===== src/rtl/cpu_ctrl_pkg.sv =====
// Shared types and constants for the hardwired control sequencer:
// FSM states, opcodes, ALU CONTROL codes and IR field positions.
package cpu_ctrl_pkg;

  localparam int unsigned IR_W   = 32;
  localparam int unsigned OPC_W  = 5;
  localparam int unsigned REG_W  = 4;
  localparam int unsigned CTRL_W = 5;
  localparam int unsigned WAIT_W = 4;
  localparam int unsigned CNT_W  = 16;

  localparam int unsigned OPC_HI = 31;
  localparam int unsigned OPC_LO = 27;
  localparam int unsigned RA_HI  = 26;
  localparam int unsigned RA_LO  = 23;
  localparam int unsigned RB_HI  = 22;
  localparam int unsigned RB_LO  = 19;
  localparam int unsigned RC_HI  = 18;
  localparam int unsigned RC_LO  = 15;

  localparam logic [OPC_W-1:0] OP_ADD  = 5'b00011;
  localparam logic [OPC_W-1:0] OP_SUB  = 5'b00100;
  localparam logic [OPC_W-1:0] OP_AND  = 5'b00101;
  localparam logic [OPC_W-1:0] OP_OR   = 5'b00110;
  localparam logic [OPC_W-1:0] OP_MUL  = 5'b01110;
  localparam logic [OPC_W-1:0] OP_DIV  = 5'b01111;
  localparam logic [OPC_W-1:0] OP_HALT = 5'b11011;

  localparam logic [CTRL_W-1:0] ALU_ADD = 5'b00000;
  localparam logic [CTRL_W-1:0] ALU_SUB = 5'b00001;
  localparam logic [CTRL_W-1:0] ALU_MUL = 5'b00010;
  localparam logic [CTRL_W-1:0] ALU_DIV = 5'b00011;
  localparam logic [CTRL_W-1:0] ALU_AND = 5'b00100;
  localparam logic [CTRL_W-1:0] ALU_OR  = 5'b00101;

  typedef enum logic [3:0] {
    ST_IDLE,
    ST_T0,
    ST_T1,
    ST_T2,
    ST_T3,
    ST_T4,
    ST_T5,
    ST_T6,
    ST_HALT
  } state_t;

  typedef struct packed {
    logic              is_alu;
    logic              is_muldiv;
    logic              is_halt;
    logic              illegal;
    logic [CTRL_W-1:0] control;
  } dec_t;

endpackage


===== src/rtl/opcode_decode.sv =====
// Combinational opcode classifier: instruction class flags plus the ALU
// CONTROL code the execute phase should drive.
module opcode_decode
  import cpu_ctrl_pkg::*;
(
  input  logic [OPC_W-1:0] i_opcode,
  output dec_t             o_dec
);

  always_comb begin
    o_dec = '0;
    case (i_opcode)
      OP_ADD:  begin o_dec.is_alu    = 1'b1; o_dec.control = ALU_ADD; end
      OP_SUB:  begin o_dec.is_alu    = 1'b1; o_dec.control = ALU_SUB; end
      OP_AND:  begin o_dec.is_alu    = 1'b1; o_dec.control = ALU_AND; end
      OP_OR:   begin o_dec.is_alu    = 1'b1; o_dec.control = ALU_OR;  end
      OP_MUL:  begin o_dec.is_muldiv = 1'b1; o_dec.control = ALU_MUL; end
      OP_DIV:  begin o_dec.is_muldiv = 1'b1; o_dec.control = ALU_DIV; end
      OP_HALT: o_dec.is_halt = 1'b1;
      default: o_dec.illegal = 1'b1;
    endcase
  end

endmodule


===== src/rtl/control_sequencer.sv =====
// Hardwired one-step-per-cycle control unit for the single-bus datapath:
// fetch T0-T2, decode in T3, execute T4-T6, with retirement counting.
module control_sequencer
  import cpu_ctrl_pkg::*;
#(
  parameter int unsigned WAIT_CYCLES = 0
) (
  input  logic              Clock,
  input  logic              Clear,
  input  logic              Run,
  input  logic              Stop,
  input  logic [IR_W-1:0]   IR,
  output logic              PC_Out,
  output logic              MDR_Out,
  output logic              ZLO_Out,
  output logic              ZHI_Out,
  output logic              PC_In,
  output logic              MDR_In,
  output logic              MAR_In,
  output logic              IR_In,
  output logic              Y_In,
  output logic              ZHI_In,
  output logic              ZLO_In,
  output logic              HI_In,
  output logic              LO_In,
  output logic              IncPC,
  output logic              Read,
  output logic [CTRL_W-1:0] CONTROL,
  output logic              R_Out_En,
  output logic [REG_W-1:0]  R_Out_Sel,
  output logic              R_In_En,
  output logic [REG_W-1:0]  R_In_Sel,
  output logic              Busy,
  output logic              Illegal,
  output logic [CNT_W-1:0]  Instr_Count
);

  localparam logic [WAIT_W-1:0] WAIT_INIT = WAIT_W'(WAIT_CYCLES);

  state_t              r_state;
  state_t              w_next;
  logic [WAIT_W-1:0]   r_wait;
  logic [WAIT_W-1:0]   w_wait_nxt;
  logic                r_is_md;
  logic [REG_W-1:0]    r_ra;
  logic [REG_W-1:0]    r_rc;
  logic [CTRL_W-1:0]   r_control;
  logic [CNT_W-1:0]    r_count;
  logic                w_retire;
  logic                w_latch;
  dec_t                w_dec;
  logic                w_unused_ir;

  assign w_unused_ir = ^IR[RC_LO-1:0];

  opcode_decode u_decode (
    .i_opcode (IR[OPC_HI:OPC_LO]),
    .o_dec    (w_dec)
  );

  // State register
  always_ff @(posedge Clock or negedge Clear) begin
    if (!Clear) begin
      r_state <= ST_IDLE;
      r_wait  <= '0;
    end else begin
      r_state <= w_next;
      r_wait  <= w_wait_nxt;
    end
  end

  // Next-state and Moore control decode
  always_comb begin
    w_next     = r_state;
    w_wait_nxt = r_wait;
    w_retire   = 1'b0;
    w_latch    = 1'b0;
    PC_Out     = 1'b0;
    MDR_Out    = 1'b0;
    ZLO_Out    = 1'b0;
    ZHI_Out    = 1'b0;
    PC_In      = 1'b0;
    MDR_In     = 1'b0;
    MAR_In     = 1'b0;
    IR_In      = 1'b0;
    Y_In       = 1'b0;
    ZHI_In     = 1'b0;
    ZLO_In     = 1'b0;
    HI_In      = 1'b0;
    LO_In      = 1'b0;
    IncPC      = 1'b0;
    Read       = 1'b0;
    R_Out_En   = 1'b0;
    R_Out_Sel  = '0;
    R_In_En    = 1'b0;
    R_In_Sel   = '0;
    Illegal    = 1'b0;
    case (r_state)
      ST_IDLE: if (Run) w_next = ST_T0;
      ST_T0: begin
        PC_Out = 1'b1;
        MAR_In = 1'b1;
        IncPC  = 1'b1;
        ZHI_In = 1'b1;
        ZLO_In = 1'b1;
        w_next = ST_T1;
      end
      ST_T1: begin
        ZLO_Out = 1'b1;
        PC_In   = 1'b1;
        Read    = 1'b1;
        MDR_In  = 1'b1;
        w_next  = ST_T2;
      end
      ST_T2: begin
        MDR_Out = 1'b1;
        IR_In   = 1'b1;
        w_next  = ST_T3;
      end
      ST_T3: begin
        R_Out_En  = 1'b1;
        R_Out_Sel = IR[RB_HI:RB_LO];
        Y_In      = 1'b1;
        if (w_dec.is_halt) begin
          w_next = ST_HALT;
        end else if (w_dec.illegal) begin
          Illegal = 1'b1;
          w_next  = Stop ? ST_IDLE : ST_T0;
        end else begin
          w_latch    = 1'b1;
          w_wait_nxt = w_dec.is_alu ? '0 : WAIT_INIT;
          w_next     = ST_T4;
        end
      end
      ST_T4: begin
        R_Out_En  = 1'b1;
        R_Out_Sel = r_rc;
        // Z captures only once the multi-cycle unit has settled
        if (r_wait == '0) begin
          ZHI_In = 1'b1;
          ZLO_In = 1'b1;
          w_next = ST_T5;
        end else begin
          w_wait_nxt = r_wait - WAIT_W'(1);
        end
      end
      ST_T5: begin
        ZLO_Out = 1'b1;
        if (r_is_md) begin
          LO_In  = 1'b1;
          w_next = ST_T6;
        end else begin
          R_In_En  = 1'b1;
          R_In_Sel = r_ra;
          w_retire = 1'b1;
          w_next   = Stop ? ST_IDLE : ST_T0;
        end
      end
      ST_T6: begin
        ZHI_Out  = 1'b1;
        HI_In    = 1'b1;
        w_retire = 1'b1;
        w_next   = Stop ? ST_IDLE : ST_T0;
      end
      ST_HALT: if (Run) w_next = ST_T0;
      default: w_next = ST_IDLE;
    endcase
  end

  // Opcode fields latched at the end of T3 so later IR changes are ignored
  always_ff @(posedge Clock or negedge Clear) begin
    if (!Clear) begin
      r_is_md   <= 1'b0;
      r_ra      <= '0;
      r_rc      <= '0;
      r_control <= '0;
      r_count   <= '0;
    end else begin
      if (w_latch) begin
        r_is_md   <= w_dec.is_muldiv;
        r_ra      <= IR[RA_HI:RA_LO];
        r_rc      <= IR[RC_HI:RC_LO];
        r_control <= w_dec.control;
      end
      if (w_retire) r_count <= r_count + CNT_W'(1);
    end
  end

  assign CONTROL     = r_control;
  assign Instr_Count = r_count;
  assign Busy        = (r_state != ST_IDLE) && (r_state != ST_HALT);

endmodule


===== config.mk =====
export PLATFORM = sky130hd
export DESIGN_NAME = control_sequencer
export DESIGN_NICKNAME = d
export VERILOG_FILES = /design/src/rtl/cpu_ctrl_pkg.sv /design/src/rtl/opcode_decode.sv /design/src/rtl/control_sequencer.sv
export SDC_FILE = /design/constraint.sdc
export NUM_CORES = 1
export LEC_CHECK = 0
export CORE_ASPECT_RATIO = 0.8
export CORE_UTILIZATION = 45
export CTS_CLUSTER_SIZE = 40
export DETAILED_ROUTE_END_ITERATION = 10
export DONT_BUFFER_PORTS = 1
export PLACE_DENSITY = 0.62
export RECOVER_POWER = 100
export SLEW_MARGIN = 0
export SYNTH_ARGS = -nofsm -noshare
export SYNTH_HDL_FRONTEND = slang
export SYNTH_SLANG_ARGS = --single-unit

===== constraint.sdc =====
create_clock -name Clock -period 2.1 [get_ports Clock]
set_input_delay 0.42 -clock Clock [delete_from_list [all_inputs] [get_ports Clock]]
set_output_delay 0.42 -clock Clock [all_outputs]
set_load 0.02 [all_outputs]

# Yosys cells after proc, flatten, opt, wreduce, memory -nomap -nowiden
# Cells that the tools add are included.
# W data, S select, Z words.
[totals] ff_bits=38 input_bits=36 wordCells=79
[classes] addsub=2 eq_ne=21 muxes=37 reduce_logical=12
[ops] operator="$mux W4" count=8
[ops] operator="$pmux W4 S8" count=1
[ops] operator="$mux W1" count=21
[ops] operator="$add A16 B1 Y16 const B" count=1
[ops] operator="$eq A4 B3 Y1 const B" count=4
[ops] operator="$pmux W4 S2" count=2
[ops] operator="$eq A5 B3 Y1 const B" count=3
[ops] operator="$pmux W3 S5" count=1
[ops] operator="$eq A5 B4 Y1 const B" count=2
[ops] operator="$eq A4 B2 Y1 const B" count=2
[ops] operator="$logic_not A4 Y1" count=2
[ops] operator="$ne A2 B2 Y1 const B" count=4
[ops] operator="$reduce_or A2 Y1" count=4
[ops] operator="$reduce_or A7 Y1" count=1
[ops] operator="$mux W3" count=2
[ops] operator="$eq A5 B2 Y1 const B" count=1
[ops] operator="$eq A5 B5 Y1 const B" count=1
[ops] operator="$eq A4 B1 Y1 const B" count=1
[ops] operator="$eq A4 B4 Y1 const B" count=1
[ops] operator="$ne A4 B4 Y1 const B" count=1
[ops] operator="$pmux W1 S2" count=2
[ops] operator="$reduce_and A4 Y1" count=1
[ops] operator="$reduce_bool A4 Y1" count=1
[ops] operator="$sub A4 B1 Y4 const B" count=1
[ops] operator="other kinds (4)" count=4

# Depth between registers and ports, before layout
# Gate-level depths: netlist of run 1.
[depth] word_depth=5 depth_mapped=6 mapped_depth_nobuf=6

# Modules after synthesis
# A second synthesis of run 1 with hierarchy kept.
[unflattened] cells_unflattened=197 hier_area_um2=2114.5
[modules_own_cells] module="control_sequencer" instances=1 cells_per_inst=176 area_per_inst_um2=1981.9 seq_area_each_um2=950.9
[modules_own_cells] module="opcode_decode" instances=1 cells_per_inst=21 area_per_inst_um2=132.6 seq_area_each_um2=0.0

# Worst setup path after synthesis of run 1
# Ideal clock, no wire load.
[synth_timing] kind="register -> output" startpoint="register r_wait[0]" endpoint="output ZLO_In" arrival_ps=1992 required_ps=1680 path_slack_ps=-312 path_stages_with_launch=6 path_buffers=1 path_cell_list="dfrtp_1 -> inv_1 -> ha_1 -> or3b_2 -> a211oi_1 -> buf_4"
[synth_between] elab_chain_len=3
[synth_lines] item="from (decl)" line="control_sequencer.sv:42" text="logic [WAIT_W-1:0] r_wait;"
[synth_lines] item="from (signal assigned)" line="control_sequencer.sv:68" text="r_wait <= w_wait_nxt;"
[synth_lines] item="$logic_not A4 Y1" line="control_sequencer.sv:139" text="if (r_wait == '0) begin"
[synth_lines] item="$mux W1"
[synth_lines] item="$pmux W1 S2"
[synth_lines] item="to (decl)" line="control_sequencer.sv:23" text="output logic ZLO_In,"
# Every way passes these cells.

# Worst setup path after layout of run 1
[layout_timing] startpoint="register r_wait[0]" endpoint="output ZHI_In"
[layout_between] elab_chain_len=3
[layout_lines] item="$logic_not A4 Y1" line="control_sequencer.sv:139"
[layout_lines] item="$mux W1" line="control_sequencer.sv:139"
[layout_lines] item="$pmux W1 S2" line="control_sequencer.sv:98" text="case (r_state)"
[layout_lines] item="to (decl)" line="control_sequencer.sv:22" text="output logic ZHI_In,"
# Every way passes these cells.

==> run_results.csv, run 1 <==
group,metric,value,unit
floorplanning,start_util,47.8,%
floorplanning,fp-row-count,21,
routing,routed_via_density,5.50,
pwr,p_sw,0.00111,W
setup_path,crit_arrival,1.67,ns
pwr,sw_frac_of_total,38.3,%
run_status,status,"finished clean",
final_layout,antenna_cells,0,
global_route,grt_max_degree,37,
routing,antenna_left,0,
final_layout,nNetsFinal,249,
place,routabilityCongestion,0.818,
place,io_buffer_count,0,
floorplanning,die_area,4800,sq um
sta,period_needed,2.09,ns
final_layout,design_area,2320,sq um
pwr,power_density,1250,nW/um^2
pwr,leakagePower,1.06,nW
pwr,internal_power,0.00179,W
final_layout,nFillCells,388,
setup_path,cp.required,1.68,ns
pwr,clkPwrFrac,23.2,%
clocking,cts_root_buffer,"clkbuf_8",
global_route,grt_overflow,0,
clocking,cts_inserted_buffers,5,
logic_synthesis,netlist_instances,196,
sta,finalSetupViolCount,0,
floorplanning,fp.dieH,62.2,um
sta,slew-limit-headroom,41.4,%
clocking,clock_latency,0.29,ns
logic_synthesis,ys_seq_elements,36,
final_layout,area_growth,13.8,%
routing,firstDrtPassIters,4,
global_route,grt_pass1_vias,1514,
routing,vias,1474,
place,hpwl,3050,um
clocking,path_clk_slew,0.07,ns
setup_path,crit_type,"reg2out",
sta,rsz0062_at_grt,"true",
global_route,grt_usage,19.5,%
pwr,ir_drop,0.000635,V
logic_synthesis,ys_seq_area_share,44.3,%
sta,drv_slew,0,
logic_synthesis,syn_avg_cell_area,10.4,sq um
routing,drt_iter0_drc,51,
final_layout,final_cells,268,
sta,max_freq,479,MHz
routing,drt_wl_total,4340,um
floorplanning,core-area,4260,sq um
clocking,cts_tree,"done",
global_route,grt_pass1_wl,7290,um
final_layout,final_core_util,54.4,%
logic_synthesis,yosys.cell_types.count,43,
sta,tns,0,ns
clocking,htreeDepth,2,
final_layout,final_common_cell,"dfrtp_1",
sta,period_share,99.4,%
pwr,p_seq_share,36.7,%
min_path,hp-class,"in2reg",
place,placedCellCount,251,
place,postPlaceCellArea,2110,sq um
floorplanning,chipWidth,77.2,um
setup_path,critPathMaxFanout,2,
pwr,power_frac_comb,40.2,%
global_route,antenna_found_initial,0,
sta,finalHoldViolCount,0,
routing,drc,0,
final_layout,final_cell_mix,"dfrtp_1 (36), xnor2_1 (16), buf_4 (13), nand2_1 (12), nor2_1 (11)",
floorplanning,ios,84,
setup_path,start_kind,"register",
routing,avgRoutedWirePerCell,16.2,um
clocking,cts.sinks,36,
job,maxCapViolCount,0,
setup_path,end_kind,"primary output",
sta,worstMarginPinSlew,0.879,ns
sta,fin_skew,0.00691,ns
logic_synthesis,netlist_area,2040,sq um
logic_synthesis,ys_warn_count,0,
clocking,cts_max_path_buffers,2,
final_layout,drive_gt1_share,26.5,%
-- flip-flops by register name (all words and copies together) (netlist names) --
name	flops
Instr_Count	16
r_ra	4
r_rc	4
r_state	4
r_wait	4
CONTROL	3
r_is_md	1
-- routing by layer --
metal | vias up | track usage (%) | part of all wire (%)
met3 | 6 | 5.29 | 7.1
met5 | - | 0 | 0
met4 | 0 | 7.78 | 1.3
met2 | 68 | 29.4 | 45
li1 | 688 | - | -
met1 | 712 | 26.5 | 47
-- power groups by stage --
stage	Sequential [W]	Combinational, W	Clock, W
finish	0.00106	0.00116	0.000671
global route	0.00109	0.00127	0.000711
CTS	0.00106	0.00114	0.000683
detailed placement	0.00107	0.00102	0
global placement	0.00106	0.000989	0
floorplan	0.00103	0.000901	0
-- final timing paths --
check,slack (ns),from,cells past startpoint,to
min in group asynchronous,0.79,Clear,2,Instr_Count[11]$_DFFE_PN0P_
max in group asynchronous,0.75,Clear,2,r_rc[0]$_DFFE_PN0P_
worst max-delay path,0.01,r_wait[0]$_DFFE_PN0P_,5,ZHI_In
worst min-delay path,0.23,Run,1,r_state[3]$_DFFE_PN0P_
worst max register to register,0.02,r_state[3]$_DFFE_PN0P_,5,r_rc[2]$_DFFE_PN0P_
worst min register to register,0.52,r_ra[3]$_DFFE_PN0P_,1,r_ra[3]$_DFFE_PN0P_
-- cell usage after synthesis (all sizes together) --
cell    number  area share (%)
and3         4             1.2
and2         7             2.2
mux2i        4             2.0
o21ai        4            0.98
a221oi       1            0.43
or4b         1            0.68
o21a         1            0.74
o22ai        3            0.92
o32ai        1            0.43
buf         13             5.3
nor2b        4             1.2
nand3        8             2.0
conb         1            0.18
nand2b       5             1.5
a31oi        1            0.31
nor2        12             2.6
nand3b       1            0.37
mux2        13             8.5
nand2       12             2.2
nand4        6             1.8
a21oi        3            0.74
a21boi       1            0.37
inv          8             1.5
xnor2       16             6.9
or3b         1            0.43
a211oi       3             1.1
xor2         3             1.3
a211o        1            0.43
nor4b        1            0.74
nor3        10             2.5
nor4         1            0.61
and2b        1            0.37
dfrtp       36              44
clkbuf       4            0.74
and4         1            0.43
ha           3             1.8
or3          1            0.31
-- cell type report --
type,instances,area [sq um],area share [%]
clock buffer,7,96.3,4.16
clock inverter,1,30.0,1.30
tap,57,71.3,3.08
timing repair buffer,23,156,6.75
multi-input combinational,136,1030,44.5
inverter,8,30.0,1.30
sequential,36,901,38.9
-- metrics by stage --
step	hold slack [ns]	setup slack (ns)	power (W)
6_report	0.229	0.0126	0.00290
5_1_grt	0.231	-0.0521	0.00307
4_1_cts	0.224	-0.00740	0.00289
3_5_place_dp	0.126	0.105	0.00209
3_3_place_gp	0.126	0.132	0.00204
2_1_floorplan	0.124	-0.0699	0.00193
-- cell families after synthesis --
kind of cell | count (synthesis) | share of synthesized area (%)
and+or+nand+nor | 76 | 21.1
DFF | 36 | 44.3
buffers and inverters | 25 | 7.50
AOI/OAI and AO/OA | 19 | 6.45
xor gates and xnor gates | 19 | 8.17
muxes | 17 | 10.4
adders and majority gates | 3 | 1.84
other | 1 | 0.184
-- critical path: stages, from the launching register on --
cell      delay [ns]
dfrtp_1         0.40
inv_2           0.06
ha_1            0.13
or3b_4          0.39
a211oi_2        0.22
buf_6           0.18
-- timing repair --
| item | CTS | global route |
|---|---|---|
| hold endpoints to repair | 36 | 0 |
| pin swaps | 3 | 1 |
| setup buffers | 4 | 3 |
| gates resized for setup | 13 | 6 |
| hold buffers | 2 | 0 |
| endpoints found under the setup margin | 10 | 7 |
Note: power is estimated with default switching activity, not from simulation.
==> inputs of run 2 (changes only) <==
==> constraint.sdc (replaced) <==
create_clock -name Clock -period 2.1 [get_ports Clock]
set_input_delay 0.105 -clock Clock [delete_from_list [all_inputs] [get_ports Clock]]
set_output_delay 0.105 -clock Clock [all_outputs]
set_load 0.02 [all_outputs]
==> run_results.csv, run 2 (synthesized netlist as in run 1, its figures left out) <==
group,metric,value,unit
final_layout,nNetsFinal,251,
setup_path,critPathMaxFanout,15,
setup_path,start_kind,"register",
final_layout,design_area,2230,sq um
setup_path,end_kind,"register",
global_route,busiest_layer,"met2",
clocking,cts_max_path_buffers,2,
setup_path,r2r_end,"r_rc[2]$_DFFE_PN0P_",
sta,rsz0062_at_grt,"false",
global_route,grt_util_met1,23.9,%
floorplanning,fp-row-count,21,
pwr,leakagePower,1.00,nW
setup_path,crit_end,"r_rc[2]$_DFFE_PN0P_",
routing,firstDrtPassIters,4,
setup_path,worstRegToRegCells,4,
floorplanning,core-area,4260,sq um
sta,period_share,94.6,%
global_route,grt_max_degree,37,
clocking,cts_inserted_buffers,5,
job,maxCapViolCount,0,
routing,antenna_left,0,
setup_path,startpoint,"r_state[0]$_DFFE_PN0P_",
global_route,antenna_found_initial,0,
setup_path,crit_type,"reg2reg",
floorplanning,ios,84,
global_route,grt_use_met3,5.00,%
global_route,grt_overflow,0,
place,postPlaceCellArea,2100,sq um
final_layout,final_common_cell,"dfrtp_1",
sta,period_needed,1.99,ns
routing,routed_via_density,5.49,
routing,drc,0,
final_layout,final_cell_mix,"dfrtp_1 (36), xnor2_1 (16), nand2_1 (12), nor2_1 (11), dlygate4sd3_1 (10)",
clocking,cts_root_buffer,"clkbuf_8",
sta,finalSetupViolCount,0,
place,routabilityCongestion,0.768,
min_path,hp-class,"in2reg",
final_layout,largest_register_ffs,16,
place,io_buffer_count,0,
clocking,cts_tree,"done",
setup_path,crit_slowest_cell,"or4b_1",
run_status,status,"finished clean",
final_layout,area_growth,9.77,%
sta,slew-limit-headroom,41.8,%
setup_path,r2r_slack,0.11,ns
setup_path,crit_arrival,2.16,ns
sta,finalHoldViolCount,0,
sta,worstMarginPinSlew,0.873,ns
clocking,cts.sinks,36,
pwr,power_density,1140,nW/um^2
place,hpwl,3090,um
pwr,ir_drop,0.000598,V
routing,vias,1481,
global_route,grt_pass1_wl,7030,um
floorplanning,fp.dieH,62.2,um
clocking,path_clk_slew,0.07,ns
setup_path,cp.required,2.27,ns
final_layout,antenna_cells,0,
routing,drt_wl_total,4250,um
global_route,grt_usage,19.0,%
sta,tns,0,ns
setup_path,reg2reg_from,"r_state[0]$_DFFE_PN0P_",
floorplanning,start_util,47.8,%
final_layout,multiInputGateArea,961,sq um
setup_path,cp_cell_sequence,"or4b_1, nor2_4, o21a_4, mux2_2",
routing,avgRoutedWirePerCell,15.7,um
setup_path,slowest_delay,0.68,ns
final_layout,drive_gt1_share,12.2,%
clocking,htreeDepth,2,
min_path,hold_path_depth,2,
final_layout,nFillCells,433,
clocking,clock_latency,0.28,ns
sta,fin_skew,0.00609,ns
final_layout,seq_area,901,sq um
sta,drv_slew,0,
floorplanning,die_area,4800,sq um
floorplanning,chipWidth,77.2,um
sta,max_freq,503,MHz
sta,whs,0.0226,ns
global_route,grt_pass1_vias,1491,
global_route,met2_usage,30.9,%
routing,drt_iter0_drc,53,
==> run 2: timing repair <==
item                       in CTS  in global routing
setup endpoints to repair       2                  6
setup buffers                   0                  0
resized for setup               1                  2
hold endpoints to repair       45                  0
hold buffers                   11                  0
pin swaps                       0                  0
==> run 2: cell type report <==
cell class / instances / share of cell area, %
Clock inverter: 1 / 0.336
Timing Repair Buffer: 25 / 7.95
Clock buffer: 7 / 3.86
Multi-Input combinational cell: 136 / 43.0
Sequential cell: 36 / 40.3
Tap cell: 57 / 3.19
Inverter: 8 / 1.34
==> run 2: how the worst min path moves through the flow <==
stage	from	endpoint
3_5_place_dp	Clear	Instr_Count[0]$_DFFE_PN0P_
5_1_grt	Run	r_state[1]$_DFFE_PN0P_
6_report	Run	r_state[1]$_DFFE_PN0P_
3_3_place_gp	Clear	Instr_Count[0]$_DFFE_PN0P_
2_1_floorplan	Clear	CONTROL[0]$_DFFE_PN0P_
4_1_cts	Run	r_state[1]$_DFFE_PN0P_
==> run 2: metal layers <==
metal | up-vias | part of all wire, % | routed length (um)
li1 | 691 | - | -
met1 | 711 | 44 | 1880
met2 | 62 | 47 | 2010
met3 | 17 | 6.6 | 279
met4 | 0 | 2.0 | 83
met5 | - | 0 | 0
==> run 2: critical path, delay by kind of cell, from the launching register on <==
kind	cells	cell delay, ns
muxes	1	0.37
AOI/OAI and AO/OA	1	0.28
and+or+nand+nor	2	0.84
DFF	1	0.38
==> run 2: stage by stage <==
stage	setup WS [ns]	utilization, %	total power (W)	instances
after detailed placement	0.213	49.4	0.00209	251
final	0.112	52.5	0.00256	270
after floorplan	0.00288	-	0.00192	197
after global routing	0.0655	52.5	0.00272	270
after global placement	0.276	49.4	0.00203	251
after CTS	0.0379	54.6	0.00265	270
==> run 2: power by group <==
group	switching, W	internal (W)	leakage, nW
logic	0.000635	0.000366	0.478
clock network	0.000236	0.000266	0.0445
registers	0.000186	0.000867	0.479
total	0.00106	0.00150	1.00
